<file path="src/rtl/ifetch_pkg.sv">
`default_nettype none
// ============================================================================
// Module      : ifetch_pkg
// Description : Shared types and constants for the instruction-fetch stage.
//               The optional feature macro IFETCH_PERF_EN is consumed by
//               instr_fetch, not by this package.
// Revision    : 1.0 - initial release
// ============================================================================
package ifetch_pkg;

  // Fetch controller states (explicit 2-bit encoding)
  typedef enum logic [1:0] {
    IF_IDLE  = 2'd0,
    IF_FETCH = 2'd1,
    IF_FLUSH = 2'd2
  } if_state_t;

  // Values shown on the decode-facing outputs while the queue is empty
  localparam int IF_RESET_INSTR = 0;
  localparam int IF_RESET_PC    = 0;

endpackage
`default_nettype wire

</file>
<file path="src/rtl/instr_fetch_if.sv">
`default_nettype none
// ============================================================================
// Module      : instr_fetch_if
// Description : Bundles the pc-side, instruction-memory and decode-side
//               signals of the fetch stage. The fetch stage uses the master
//               modport; its surroundings (pc, memory, decode) use slave.
// Revision    : 1.0 - initial release
// ============================================================================
interface instr_fetch_if #(
  parameter int ADDR_W = 32,
  parameter int DATA_W = 32
) ();

  logic [ADDR_W-1:0] pc_addr;
  logic              pc_stall;
  logic              flush;
  logic              imem_req;
  logic [ADDR_W-1:0] imem_addr;
  logic [DATA_W-1:0] imem_rdata;
  logic              instr_valid;
  logic              instr_ready;
  logic [DATA_W-1:0] instr;
  logic [ADDR_W-1:0] instr_pc;

  modport master (
    input  pc_addr, flush, imem_rdata, instr_ready,
    output pc_stall, imem_req, imem_addr, instr_valid, instr, instr_pc
  );

  modport slave (
    output pc_addr, flush, imem_rdata, instr_ready,
    input  pc_stall, imem_req, imem_addr, instr_valid, instr, instr_pc
  );

endinterface
`default_nettype wire

</file>
<file path="src/rtl/ifetch_fifo.sv">
`default_nettype none
// ============================================================================
// Module      : ifetch_fifo
// Description : Small circular queue of {fetch address, instruction} pairs.
//               Head is read combinationally; clear empties the queue and
//               takes priority over push and pop.
// Revision    : 1.0 - initial release
// ============================================================================
module ifetch_fifo #(
  parameter int DEPTH  = 4,
  parameter int ADDR_W = 32,
  parameter int DATA_W = 32,
  localparam int CW    = $clog2(DEPTH + 1),
  localparam int PW    = $clog2(DEPTH)
) (
  input  wire logic              clk,
  input  wire logic              rst,
  input  wire logic              push,
  input  wire logic              pop,
  input  wire logic              clear,
  input  wire logic [ADDR_W-1:0] push_addr,
  input  wire logic [DATA_W-1:0] push_data,
  output logic      [ADDR_W-1:0] head_addr,
  output logic      [DATA_W-1:0] head_data,
  output logic      [CW-1:0]     count,
  output logic                   empty
);

  logic [ADDR_W-1:0] addr_mem_q [DEPTH];
  logic [DATA_W-1:0] data_mem_q [DEPTH];
  logic [PW-1:0]     wptr_q, wptr_d;
  logic [PW-1:0]     rptr_q, rptr_d;
  logic [CW-1:0]     count_q, count_d;

  // Next pointers and occupancy; pointers wrap naturally since DEPTH is 2^n
  always_comb begin
    wptr_d  = wptr_q;
    rptr_d  = rptr_q;
    count_d = count_q;
    if (clear) begin
      wptr_d  = '0;
      rptr_d  = '0;
      count_d = '0;
    end else begin
      if (push) wptr_d = wptr_q + PW'(1);
      if (pop)  rptr_d = rptr_q + PW'(1);
      case ({push, pop})
        2'b10:   count_d = count_q + CW'(1);
        2'b01:   count_d = count_q - CW'(1);
        default: count_d = count_q;
      endcase
    end
  end

  // Pointer and occupancy registers
  always_ff @(posedge clk or posedge rst) begin
    if (rst) begin
      wptr_q  <= '0;
      rptr_q  <= '0;
      count_q <= '0;
    end else begin
      wptr_q  <= wptr_d;
      rptr_q  <= rptr_d;
      count_q <= count_d;
    end
  end

  // Storage write; contents need no reset because the head is masked when empty
  always_ff @(posedge clk) begin
    if (push && !clear) begin
      addr_mem_q[wptr_q] <= push_addr;
      data_mem_q[wptr_q] <= push_data;
    end
  end

  assign head_addr = addr_mem_q[rptr_q];
  assign head_data = data_mem_q[rptr_q];
  assign count     = count_q;
  assign empty     = (count_q == '0);

endmodule
`default_nettype wire

</file>
<file path="src/rtl/instr_fetch.sv">
`default_nettype none
// ============================================================================
// Module      : instr_fetch
// Description : Instruction-fetch stage. Issues one-cycle-latency reads at
//               the pc address, queues {address, instruction} and presents
//               the head to decode over valid/ready. Credit check counts the
//               in-flight read so the queue cannot overflow.
//               Optional: IFETCH_PERF_EN adds a saturating stall_cycles
//               counter of fetch-state stall cycles.
// Revision    : 1.0 - initial release
// ============================================================================
module instr_fetch
  import ifetch_pkg::*;
#(
  parameter int DEPTH  = 4,
  parameter int ADDR_W = 32,
  parameter int DATA_W = 32
) (
  input  wire logic     clk,
  input  wire logic     rst,
  instr_fetch_if.master bus
`ifdef IFETCH_PERF_EN
  ,
  output logic [31:0]   stall_cycles
`endif
);

  localparam int          CW      = $clog2(DEPTH + 1);
  localparam logic [CW:0] C_DEPTH = DEPTH[CW:0];

  if_state_t         state_q, state_d;
  logic              inflight_q, inflight_d;
  logic [ADDR_W-1:0] req_addr_q, req_addr_d;

  logic [CW-1:0]     fifo_count;
  logic              fifo_empty;
  logic [ADDR_W-1:0] head_addr;
  logic [DATA_W-1:0] head_data;
  logic [CW:0]       w_occupancy;
  logic              w_req;
  logic              w_push;
  logic              w_pop;

  // Credit check deliberately ignores a same-cycle pop
  assign w_occupancy = {1'b0, fifo_count} + {{CW{1'b0}}, inflight_q};
  assign w_req       = (state_q == IF_FETCH) && !bus.flush && (w_occupancy < C_DEPTH);

  // A flush discards the returning response and any pop in the same cycle
  assign w_push = inflight_q && !bus.flush;
  assign w_pop  = !fifo_empty && bus.instr_ready && !bus.flush;

  assign bus.imem_req    = w_req;
  assign bus.imem_addr   = bus.pc_addr;
  assign bus.pc_stall    = !w_req;
  assign bus.instr_valid = !fifo_empty;
  assign bus.instr       = fifo_empty ? DATA_W'(IF_RESET_INSTR) : head_data;
  assign bus.instr_pc    = fifo_empty ? ADDR_W'(IF_RESET_PC)    : head_addr;

  // Next state, in-flight flag and captured request address
  always_comb begin
    state_d    = state_q;
    inflight_d = w_req;
    req_addr_d = w_req ? bus.pc_addr : req_addr_q;
    case (state_q)
      IF_IDLE:  state_d = IF_FETCH;
      IF_FETCH: if (bus.flush)  state_d = IF_FLUSH;
      IF_FLUSH: if (!bus.flush) state_d = IF_FETCH;
      default:  state_d = IF_IDLE;
    endcase
  end

  // Fetch controller registers
  always_ff @(posedge clk or posedge rst) begin
    if (rst) begin
      state_q    <= IF_IDLE;
      inflight_q <= 1'b0;
      req_addr_q <= '0;
    end else begin
      state_q    <= state_d;
      inflight_q <= inflight_d;
      req_addr_q <= req_addr_d;
    end
  end

  ifetch_fifo #(
    .DEPTH  (DEPTH),
    .ADDR_W (ADDR_W),
    .DATA_W (DATA_W)
  ) u_fifo (
    .clk       (clk),
    .rst       (rst),
    .push      (w_push),
    .pop       (w_pop),
    .clear     (bus.flush),
    .push_addr (req_addr_q),
    .push_data (bus.imem_rdata),
    .head_addr (head_addr),
    .head_data (head_data),
    .count     (fifo_count),
    .empty     (fifo_empty)
  );

`ifdef IFETCH_PERF_EN
  logic [31:0] stall_cycles_q, stall_cycles_d;

  // Saturating count of cycles spent stalled while fetching
  always_comb begin
    stall_cycles_d = stall_cycles_q;
    if ((state_q == IF_FETCH) && !w_req && (stall_cycles_q != 32'hFFFF_FFFF))
      stall_cycles_d = stall_cycles_q + 32'd1;
  end

  // Stall counter register
  always_ff @(posedge clk or posedge rst) begin
    if (rst) stall_cycles_q <= '0;
    else     stall_cycles_q <= stall_cycles_d;
  end

  assign stall_cycles = stall_cycles_q;
`endif

endmodule
`default_nettype wire
</file>
<file path="src/flat_wrapper.sv">
// flat-port wrapper written by rule: the top's interface ports become plain ports
module instr_fetch_flat import ifetch_pkg::*;
#(
  parameter int DEPTH  = 4,
  parameter int ADDR_W = 32,
  parameter int DATA_W = 32
)
  (clk, rst, bus_pc_addr, bus_flush, bus_imem_rdata, bus_instr_ready, bus_pc_stall, bus_imem_req, bus_imem_addr, bus_instr_valid, bus_instr, bus_instr_pc);
  instr_fetch_if #(.ADDR_W(ADDR_W), .DATA_W(DATA_W)) bus_i ();
  input  wire logic clk;
  input  wire logic rst;
  input wire logic [$bits(bus_i.pc_addr)-1:0] bus_pc_addr;
  input wire logic [$bits(bus_i.flush)-1:0] bus_flush;
  input wire logic [$bits(bus_i.imem_rdata)-1:0] bus_imem_rdata;
  input wire logic [$bits(bus_i.instr_ready)-1:0] bus_instr_ready;
  output wire logic [$bits(bus_i.pc_stall)-1:0] bus_pc_stall;
  output wire logic [$bits(bus_i.imem_req)-1:0] bus_imem_req;
  output wire logic [$bits(bus_i.imem_addr)-1:0] bus_imem_addr;
  output wire logic [$bits(bus_i.instr_valid)-1:0] bus_instr_valid;
  output wire logic [$bits(bus_i.instr)-1:0] bus_instr;
  output wire logic [$bits(bus_i.instr_pc)-1:0] bus_instr_pc;
  assign bus_i.pc_addr = bus_pc_addr;
  assign bus_i.flush = bus_flush;
  assign bus_i.imem_rdata = bus_imem_rdata;
  assign bus_i.instr_ready = bus_instr_ready;
  assign bus_pc_stall = bus_i.pc_stall;
  assign bus_imem_req = bus_i.imem_req;
  assign bus_imem_addr = bus_i.imem_addr;
  assign bus_instr_valid = bus_i.instr_valid;
  assign bus_instr = bus_i.instr;
  assign bus_instr_pc = bus_i.instr_pc;
  instr_fetch #(.DEPTH(DEPTH), .ADDR_W(ADDR_W), .DATA_W(DATA_W)) u_core (.clk(clk), .rst(rst), .bus(bus_i));
endmodule
</file>
<file path="config.mk">
export PLATFORM = sky130hd
export DESIGN_NAME = instr_fetch_flat
export DESIGN_NICKNAME = d
export VERILOG_FILES = /design/src/rtl/ifetch_pkg.sv /design/src/rtl/instr_fetch_if.sv /design/src/rtl/ifetch_fifo.sv /design/src/rtl/instr_fetch.sv /design/src/flat_wrapper.sv
export SDC_FILE = /design/constraint.sdc
export NUM_CORES = 1
export LEC_CHECK = 0
export BUFFER_PORTS_ARGS = -buffer_cell sky130_fd_sc_hd__buf_4
export CAP_MARGIN = 20
export CORE_MARGIN = 1
export CORE_UTILIZATION = 45
export CTS_BUF_LIST = sky130_fd_sc_hd__clkbuf_16
export DETAILED_ROUTE_END_ITERATION = 10
export PLACE_DENSITY = 0.68
export SKIP_LAST_GASP = 1
export SYNTH_ARGS = -nofsm -noshare
export SYNTH_HDL_FRONTEND = slang
export SYNTH_SLANG_ARGS = --single-unit
export TNS_END_PERCENT = 1
</file>
<file path="constraint.sdc">
create_clock -name clk -period 3.1 [get_ports clk]
set_input_delay 0.465 -clock clk [delete_from_list [all_inputs] [get_ports clk]]
set_output_delay 0.465 -clock clk [all_outputs]
set_load 0.05 [all_outputs]
</file>
==> results of run 1 <==
[area by class of cell]
cell class              count  area, um2
clock inverters            25      162.7
inverters                   5      18.77
clock buffers              30      750.7
flip-flops and latches    298       8746
multi-input cells         204       2659
fillers                  1950      11280
well taps                 330      412.9
repair buffers            179       1444
[registers in the layout (all words and copies together), names as in the netlist]
name / flops
u_core.inflight_q: 1
u_core.u_fifo.rptr_q: 2
u_core.u_fifo.data_mem_q: 128
u_core.req_addr_q: 32
u_core.u_fifo.wptr_q: 2
u_core.state_q: 2
u_core.u_fifo.addr_mem_q: 128
u_core.u_fifo.count: 3
[routing by layer]
layer / GRT usage [%] / vias up
met1: 22.96 / 2940
li1: - / 2494
met4: 3.662 / 0
met3: 2.677 / 33
met2: 29.08 / 178
met5: 0 / -
[worst reg2reg max path, cell delays in order (launching register included)]
cell and delay (ns):
dfrtp_1 0.46, o31ai_2 0.45, nor3_1 0.14, fa_1 0.57, or4b_1 0.44, nand3_1 0.10
[through the flow]
stage | power [uW] | worst slack (ns)
final | 14260 | 0.1789
after global routing | 14900 | 0.03768
after CTS | 14450 | 0.1015
after detailed placement | 11140 | 0.7069
after global placement | 11020 | 0.7208
after floorplan | 9549 | 0.2701
[worst max-delay path by stage]
| stage | from | to | slack [ns] | cells past startpoint |
|---|---|---|---|---|
| 2_1_floorplan | u_core.inflight_q | u_core.u_fifo.addr_mem_q[0][0] | 0.27 | 3 |
| 3_3_place_gp | u_core.u_fifo.rptr_q[0] | bus_instr_pc[16] | 0.72 | 4 |
| 3_5_place_dp | u_core.u_fifo.rptr_q[0] | bus_instr_pc[22] | 0.71 | 4 |
| 4_1_cts | u_core.u_fifo.rptr_q[0] | bus_instr_pc[22] | 0.10 | 4 |
| 5_1_grt | u_core.u_fifo.rptr_q[0] | bus_instr_pc[16] | 0.04 | 4 |
| 6_report | u_core.u_fifo.rptr_q[0] | bus_instr_pc[22] | 0.18 | 4 |
[kinds of logic after synthesis]
logic type | synth area share [%]
xor+xnor | 0.3707
flops | 73.96
compound gates | 0.4978
mux | 16.31
fa+ha+maj | 0.5931
simple gates | 4.649
buf+inv | 3.622
[synthesized netlist by cell type, types with 2 or more instances]
cell,number,area share [%]
nand3_1,3,0.13
mux2_2,4,0.38
mux4_2,64,12
nor3_1,2,0.085
ha_1,4,0.42
mux2i_1,2,0.17
nand2b_1,2,0.11
xnor2_1,2,0.15
o21ai_0,2,0.085
buf_2,8,0.34
buf_4,32,2.0
edfxtp_1,256,65
mux2_4,28,3.6
xor2_1,3,0.22
inv_1,5,0.16
nor2_1,5,0.16
dfrtp_1,42,8.9
clkbuf_1,8,0.25
nand4b_1,2,0.15
buf_6,8,0.76
and2_1,69,3.7
[power groups by stage]
stage,Sequential (uW),Combinational [uW],Clock [uW]
detailed placement,5680,5460,0
floorplan,5450,4100,0
global route,5670,5710,3530
CTS,5600,5470,3380
global placement,5600,5410,0
finish,5590,5380,3300
==> results.yml, run 1 <==
power_and_ir_drop:
  ir_drop_v: 0.0006811
  swShare_pct: 35.83
  powerDensity_nw_per_um2: 1005
  cellLeakagePower_uw: 0.005160
  p_int_uw: 9153
  comb_power_share_pct: 37.7
  p_switching_uw: 5111
  clkPwrFrac_pct: 23.1
  p_seq_share_pct: 39.2
global_route:
  track_usage_pct: 16.96
  grt_pass1_vias: 5876
  grt_max_degree: 47
  gr-total-overflow: 0
  grt_antenna_before_repair: 0
  grt_pass1_wl_um: 33800
critical_path:
  r2r_end: "u_core.u_fifo.count[1]"
  cp_cell_sequence: "buf_4, mux4_2, and2_1, buf_4"
  cpPeakStageDelay_ns: 0.65
  critPathArrivalTime_ns: 2.46
  cp_slowest_cell: "dfrtp_4"
  cp-end-kind: "output pin"
  crit_type: "register to output pin"
  cpMostUsedCell: "buf_4"
  cp.required_ns: 2.63
  worst-path-buf-inv: 2
  rrSetupSlack_ns: 0.87
  worstRegToRegCells: 5
  cp_top_family: "flip-flops"
  worst-path-max-fanout: 17
  reg2reg_from: "u_core.u_fifo.count[2]"
  cp-start-kind: "register"
floorplan:
  initial_core_util_pct: 46.38
  fp.dieW_um: 164.0
  core_area_um2: 25470
  fp-row-count: 58
  dieArea_um2: 26910
  io_pins: 167
  dieHeight_um: 164.0
clock_network:
  clockBufferDepth: 3
  cts_made_buffers: 30
  clk_latency_ns: 0.55
  post_cts_buffers: 0
  cts_resized: 0
  cts_sinks: 298
  root_buffer: "clkbuf_16"
  cts_tree: "built"
  postCtsHoldBufs: 0
  clkTransAtPathRegs_ns: 0.06
  htree_num_levels: 1
placement:
  numPortBuffers: 166
  dpl_cell_area_um2: 13280
  dp_hpwl_um: 13710
  place.gp.congestion: 0.7157
  place_inst: 1016
drt:
  drt_wl_total_um: 22400
  drtIter0Drc: 392
  firstDrtPassIters: 4
  wl_met2_um: 11460
  ant_nets: 0
  wl_met1_um: 9441
  wl_met3_um: 1139
  wire_per_inst_um: 20.92
  via_per_inst: 5.271
  drc_errors: 0
  highest_layer: "met4"
  via_count: 5645
timing:
  hold_viol: 0
  min_period_ns: 2.921
  setup_tns_ns: 0
  whs_ns: 0.02237
  relSlewSlack_pct: 54.61
  drv_slew: 0
  rsz0062_at_grt: "false"
  setup_viol: 0
  fin_skew_ns: 0.01603
  period_share_pct: 94.23
  clock.fmax_mhz: 342.3
  worst_pin_slew_ns: 0.6809
synth:
  ys_ff_latch: 298
  ys.flop_type: "edfxtp_1"
  synth_edf_count: 256
  ys_types: 35
  ys_seq_area_share_pct: 73.96
  syn-cell-area_um2: 11820
  syn_inst: 565
  async_flop_share_pct: 14.09
  synth_nets: 638
  synth_area_per_cell_um2: 20.91
  yosys_warnings: 0
final_layout:
  fin_area_um2: 14190
  syn2layout_area_growth_pct: 20.13
  fin_cells: 1071
  final_common_cell: "edfxtp_1"
  final_nets: 791
  post-route-util_pct: 55.72
  antenna_cells: 0
  final_cell_mix: "edfxtp_1, buf_4, and2_1"
  drive_above_1_share_pct: 43.45
worst_hold_path:
  hold_class: "primary input to async pin"
run_status:
  status: "finished, final reports clean"
flow_run:
  maxCapViolations: 0
(Power assumes the default switching activity.)
==> inputs of run 2 (changes only) <==
--- a/config.mk
+++ b/config.mk
@@ -12,8 +12,10 @@
 export CTS_BUF_LIST = sky130_fd_sc_hd__clkbuf_16
 export DETAILED_ROUTE_END_ITERATION = 10
 export PLACE_DENSITY = 0.68
+export SETUP_SLACK_MARGIN = 0.3
 export SKIP_LAST_GASP = 1
 export SYNTH_ARGS = -nofsm -noshare
 export SYNTH_HDL_FRONTEND = slang
+export SYNTH_HIERARCHICAL = 1
 export SYNTH_SLANG_ARGS = --single-unit
 export TNS_END_PERCENT = 1
==> results.yml, run 2 <==
global_route:
  grtUsageMet1_pct: 22.24
  track_usage_pct: 16.62
  met2_usage_pct: 28.37
  grt_antenna_before_repair: 0
  grt_max_degree: 66
  gr-total-overflow: 0
  busiest_layer: "met2"
  grt_util_met3_pct: 3.182
  grt_pass1_wl_um: 33760
  grt_pass1_vias: 6008
drt:
  via_count: 5514
  via_per_inst: 5.129
  ant_nets: 0
  drc_errors: 0
  drtIter0Drc: 351
  wire_per_inst_um: 20.09
  firstDrtPassIters: 4
  drt_wl_total_um: 21600
placement:
  place.gp.congestion: 0.7094
  place_inst: 1015
  dp_hpwl_um: 13370
  numPortBuffers: 166
critical_path:
  rrSetupSlack_ns: 0.92
  r2r_end: "u_core/u_fifo/count[2]"
  cp.required_ns: 2.63
  critPathArrivalTime_ns: 2.23
  worst-path-max-fanout: 30
  cp-end-kind: "output pin"
  cp-start-kind: "register"
  worstRegToRegCells: 7
  crit_type: "register to output pin"
  reg2reg_from: "u_core/u_fifo/count[1]"
synth:
  ys_ff_latch: 298
  synth_area_per_cell_um2: 20.98
  ys_types: 28
  synth_top_area_share_pct: 65.21
  synth_nets: 635
  syn_inst: 562
  ys_seq_area_share_pct: 74.12
  yosys_warnings: 6
  synth_common_cells: "edfxtp_1, nor2b_1, mux4_2"
  syn-cell-area_um2: 11790
  ys.flop_type: "edfxtp_1"
  yosysTopAreaCell: "edfxtp_1"
  yosys-top-cells-area: "edfxtp_1, mux4_2, dfrtp_1"
  post-synth-top-count-cell: "edfxtp_1"
  synth_edf_count: 256
  async_flop_share_pct: 14.09
timing:
  relSlewSlack_pct: 40.29
  setup_viol: 0
  clock.fmax_mhz: 371.3
  hold_viol: 0
  fin_skew_ns: 0.009515
  worst_pin_slew_ns: 0.8944
  drv_slew: 0
  rsz0062_at_grt: "true"
  period_share_pct: 86.87
  min_period_ns: 2.693
  setup_tns_ns: 0
power_and_ir_drop:
  power.total_uw: 11730
  cellLeakagePower_uw: 0.005127
  powerDensity_nw_per_um2: 823.3
  ir_drop_v: 0.0005354
final_layout:
  antenna_cells: 0
  post-route-util_pct: 55.94
  fill_cells: 1939
  top_regs: "u_core/u_fifo/addr_mem_q (128), u_core/u_fifo/data_mem_q (128), u_core/req_addr_q (32)"
  drive_above_1_share_pct: 44.70
  syn2layout_area_growth_pct: 20.88
  final_nets: 794
  final_cell_mix: "edfxtp_1, buf_4, nor2b_1"
  fin_cells: 1075
  final_common_cell: "edfxtp_1"
clock_network:
  cts_resized: 0
  cts_tree: "built"
  root_buffer: "clkbuf_16"
  cts_made_buffers: 30
  clockBufferDepth: 3
  htree_num_levels: 1
  clkTransAtPathRegs_ns: 0.06
  clk_latency_ns: 0.54
  cts_sinks: 298
run_status:
  status: "finished, final reports clean"
flow_run:
  maxCapViolations: 0
floorplan:
  core_area_um2: 25470
  dieArea_um2: 26850
  dieHeight_um: 163.9
  fp.dieW_um: 163.9
  fp-row-count: 58
  io_pins: 167
  initial_core_util_pct: 46.28
worst_hold_path:
  min_path_cells: 1
  min_delay_worst_endpoint: "u_core/u_fifo/data_mem_q[2][29]"
  hold_class: "primary input to register"
  min-delay-start: "bus_imem_rdata[29]"
## run 2: critical path, stage by stage, from the launching register on
cell and delay (ns):
dfrtp_4 0.47, buf_12 0.27, mux4_2 0.57, nor2b_1 0.15
buf_4 0.20
## run 2: routing by layer
| metal | vias to the layer above | wire, um |
|---|---|---|
| met2 | 182 | 10870 |
| met3 | 28 | 1269 |
| met4 | 0 | 254 |
| met5 | - | 0 |
| met1 | 2825 | 9207 |
| li1 | 2479 | - |
## run 2: cell families after synthesis
group / Yosys count / synth area share (%)
and+or+nand+nor: 88 / 4.627
adders and majority gates: 5 / 0.5944
AOI/OAI and AO/OA: 3 / 0.1592
muxes: 98 / 16.34
DFF: 298 / 74.12
buffers and inverters: 64 / 3.704
xor gates and xnor gates: 6 / 0.4458
## run 2: layout make-up
cell class              instances  area [um2]  area share, %
flip-flops and latches        298        8746          61.38
repair buffers                185        1495          10.49
inverters                       6       22.52         0.1580
clock inverters                25       168.9          1.185
clock buffers                  31       775.7          5.444
well taps                     330       412.9          2.898
multi-input cells             200        2629          18.45
## run 2: worst max-delay path by stage
| stage | cells past startpoint | endpoint | from | slack, ns |
|---|---|---|---|---|
| after global routing | 4 | bus_instr_pc[10] | u_core/u_fifo/rptr_q[0] | 0.29 |
| after CTS | 4 | bus_instr_pc[0] | u_core/u_fifo/rptr_q[1] | 0.31 |
| after global placement | 4 | bus_instr[13] | u_core/u_fifo/rptr_q[0] | 0.76 |
| after floorplan | 4 | u_core/u_fifo/addr_mem_q[1][0] | bus_flush | 0.15 |
| final | 4 | bus_instr_pc[25] | u_core/u_fifo/rptr_q[0] | 0.41 |
| after detailed placement | 5 | u_core/u_fifo/data_mem_q[0][30] | bus_flush | 0.63 |
## run 2: timing repair
action | in CTS | in global routing
endpoints found under the setup margin | 53 | 17
buffers inserted | 2 | 1
hold buffers | 1 | 0
endpoints found under the hold margin | 7 | 0
## run 2: through the flow
| stage | cell area [um2] | hold slack, ns | worst slack, ns |
|---|---|---|---|
| after global placement | 13270 | 0.4289 | 0.7611 |
| after CTS | 14240 | 0.1005 | 0.3090 |
| after global routing | 14250 | 0.09911 | 0.2917 |
| after detailed placement | 13270 | 0.4423 | 0.6278 |
| after floorplan | 11790 | 0.2684 | 0.1468 |
| final | 14250 | 0.1222 | 0.4069 |
## run 2: where the power goes
| part | switching (uW) | internal, uW |
|---|---|---|
| clock | 1430 | 1970 |
| combinational | 1850 | 1190 |
| sequential | 342 | 4960 |
| total | 3620 | 8110 |
==> inputs of run 3 (changes only) <==
--- a/config.mk
+++ b/config.mk
@@ -9,9 +9,9 @@
 export CAP_MARGIN = 20
 export CORE_MARGIN = 1
 export CORE_UTILIZATION = 45
-export CTS_BUF_LIST = sky130_fd_sc_hd__clkbuf_16
 export DETAILED_ROUTE_END_ITERATION = 10
 export PLACE_DENSITY = 0.68
+export REMOVE_ABC_BUFFERS = 1
 export SETUP_SLACK_MARGIN = 0.3
 export SKIP_LAST_GASP = 1
 export SYNTH_ARGS = -nofsm -noshare
==> results.yml, run 3 (synthesis results as in run 2) <==
timing:
  hold_viol: 0
  min_period_ns: 2.681
  drv_slew: 0
  clock.fmax_mhz: 372.9
  worst_pin_slew_ns: 0.8711
  rsz0062_at_grt: "false"
  relSlewSlack_pct: 41.84
  setup_viol: 0
  whs_ns: 0.1366
  fin_skew_ns: 0.006505
  period_share_pct: 86.49
drt:
  firstDrtPassIters: 4
  drtIter0Drc: 324
  drt_wl_total_um: 21680
  drc_errors: 0
  via_count: 5597
  wire_per_inst_um: 20.07
  ant_nets: 0
  via_per_inst: 5.182
power_and_ir_drop:
  cellLeakagePower_uw: 0.005187
  ir_drop_v: 0.0004901
  powerDensity_nw_per_um2: 834.1
clock_network:
  clkTransAtPathRegs_ns: 0.06
  cts_tree: "built"
  cts_sinks: 298
  clk_latency_ns: 0.53
  clockBufferDepth: 3
  htree_num_levels: 1
  root_buffer: "clkbuf_16"
  cts_made_buffers: 29
final_layout:
  syn2layout_area_growth_pct: 22.17
  final_common_cell: "edfxtp_1"
  drive_above_1_share_pct: 46.27
  final_cell_mix: "edfxtp_1, buf_4, nor2b_1"
  top_regs: "u_core/u_fifo/addr_mem_q (128), u_core/u_fifo/data_mem_q (128), u_core/req_addr_q (32)"
  post-route-util_pct: 56.54
  final_nets: 801
  antenna_cells: 0
flow_run:
  maxCapViolations: 0
placement:
  numPortBuffers: 166
  place.gp.congestion: 0.7491
  dp_hpwl_um: 13560
critical_path:
  cp.required_ns: 2.63
  cp-end-kind: "output pin"
  critPathArrivalTime_ns: 2.22
  crit_type: "register to output pin"
  cp-start-kind: "register"
  worst-path-max-fanout: 20
run_status:
  status: "finished, final reports clean"
global_route:
  grt_max_degree: 66
  track_usage_pct: 16.40
  gr-total-overflow: 0
  grt_pass1_wl_um: 32870
  grt_antenna_before_repair: 0
  grt_pass1_vias: 5895
worst_hold_path:
  hold_class: "primary input to register"
floorplan:
  dieHeight_um: 163.9
  dieArea_um2: 26850
  io_pins: 167
  fp.dieW_um: 163.9
  initial_core_util_pct: 46.28
  fp-row-count: 58
  core_area_um2: 25470
-- run 3: changes by cell type in the layout (fill, tap and decap cells not counted), sizes merged --
cell	before	now
bufinv	2	5
clkinvlp	0	2
clkinv	18	7
inv	11	6
clkbuf	31	39
buf	184	192
-- run 3: worst paths after layout --
path | start | to | slack [ns] | cells after the start
worst min-delay path | bus_imem_rdata[26] | u_core/u_fifo/data_mem_q[3][26] | 0.14 | 1
worst max register to register | u_core/u_fifo/count[1] | u_core/u_fifo/count[2] | 0.91 | 8
worst min register to register | u_core/req_addr_q[1] | u_core/u_fifo/addr_mem_q[2][1] | 0.52 | 0
worst max-delay path | u_core/u_fifo/rptr_q[0] | bus_instr_pc[19] | 0.42 | 4
max in group asynchronous | rst | u_core/req_addr_q[3] | 1.86 | 3
min in group asynchronous | rst | u_core/u_fifo/count[2] | 0.44 | 3
-- run 3: report_power, final --
part | switching [uW] | internal (uW) | leakage (uW)
clock network | 1380 | 2270 | 0.000501
logic | 1850 | 1200 | 0.00187
registers | 356 | 4960 | 0.00281
-- run 3: timing repair --
action / CTS / global route
setup endpoints to repair: 44 / 38
buffers inserted: 1 / 6
hold endpoints to repair: 7 / 0
gates resized for setup: 3 / 0
hold buffers: 1 / 0
gates cloned: 0 / 0
-- run 3: routing by layer --
| layer | global-route usage [%] | share of wire (%) |
|---|---|---|
| met1 | 22.62 | 43 |
| met2 | 27.77 | 50 |
| met3 | 2.551 | 5.3 |
| met4 | 3.451 | 1.2 |
| met5 | 0 | 0 |
-- run 3: stage by stage --
step / worst slack (ns) / total power (uW) / instance area (um2) / std cells / setup TNS, ns
2_1_floorplan: -2.467 / 7384 / 11370 / 504 / -154.34
3_3_place_gp: 0.8162 / 8358 / 13290 / 1019 / 0
3_5_place_dp: 0.6864 / 8464 / 13290 / 1019 / 0
4_1_cts: 0.2914 / 12140 / 14360 / 1074 / 0
5_1_grt: 0.3007 / 12490 / 14400 / 1080 / 0
6_report: 0.4187 / 12010 / 14400 / 1080 / 0
-- run 3: area by class of cell --
cell class	count	area, um2
timing repair buffer	193	1570
inverter	6	22.52
fill	1907	11070
sequential	298	8746
clock inverter	14	198.9
tap	330	412.9
clock buffer	39	823.3
multi-input combinational	200	2629
-- run 3: critical path, stage by stage (launching register included) --
cell	delay, ns
dfrtp_4	0.52
buf_12	0.24
mux4_2	0.51
nor2b_1	0.18
buf_4	0.23
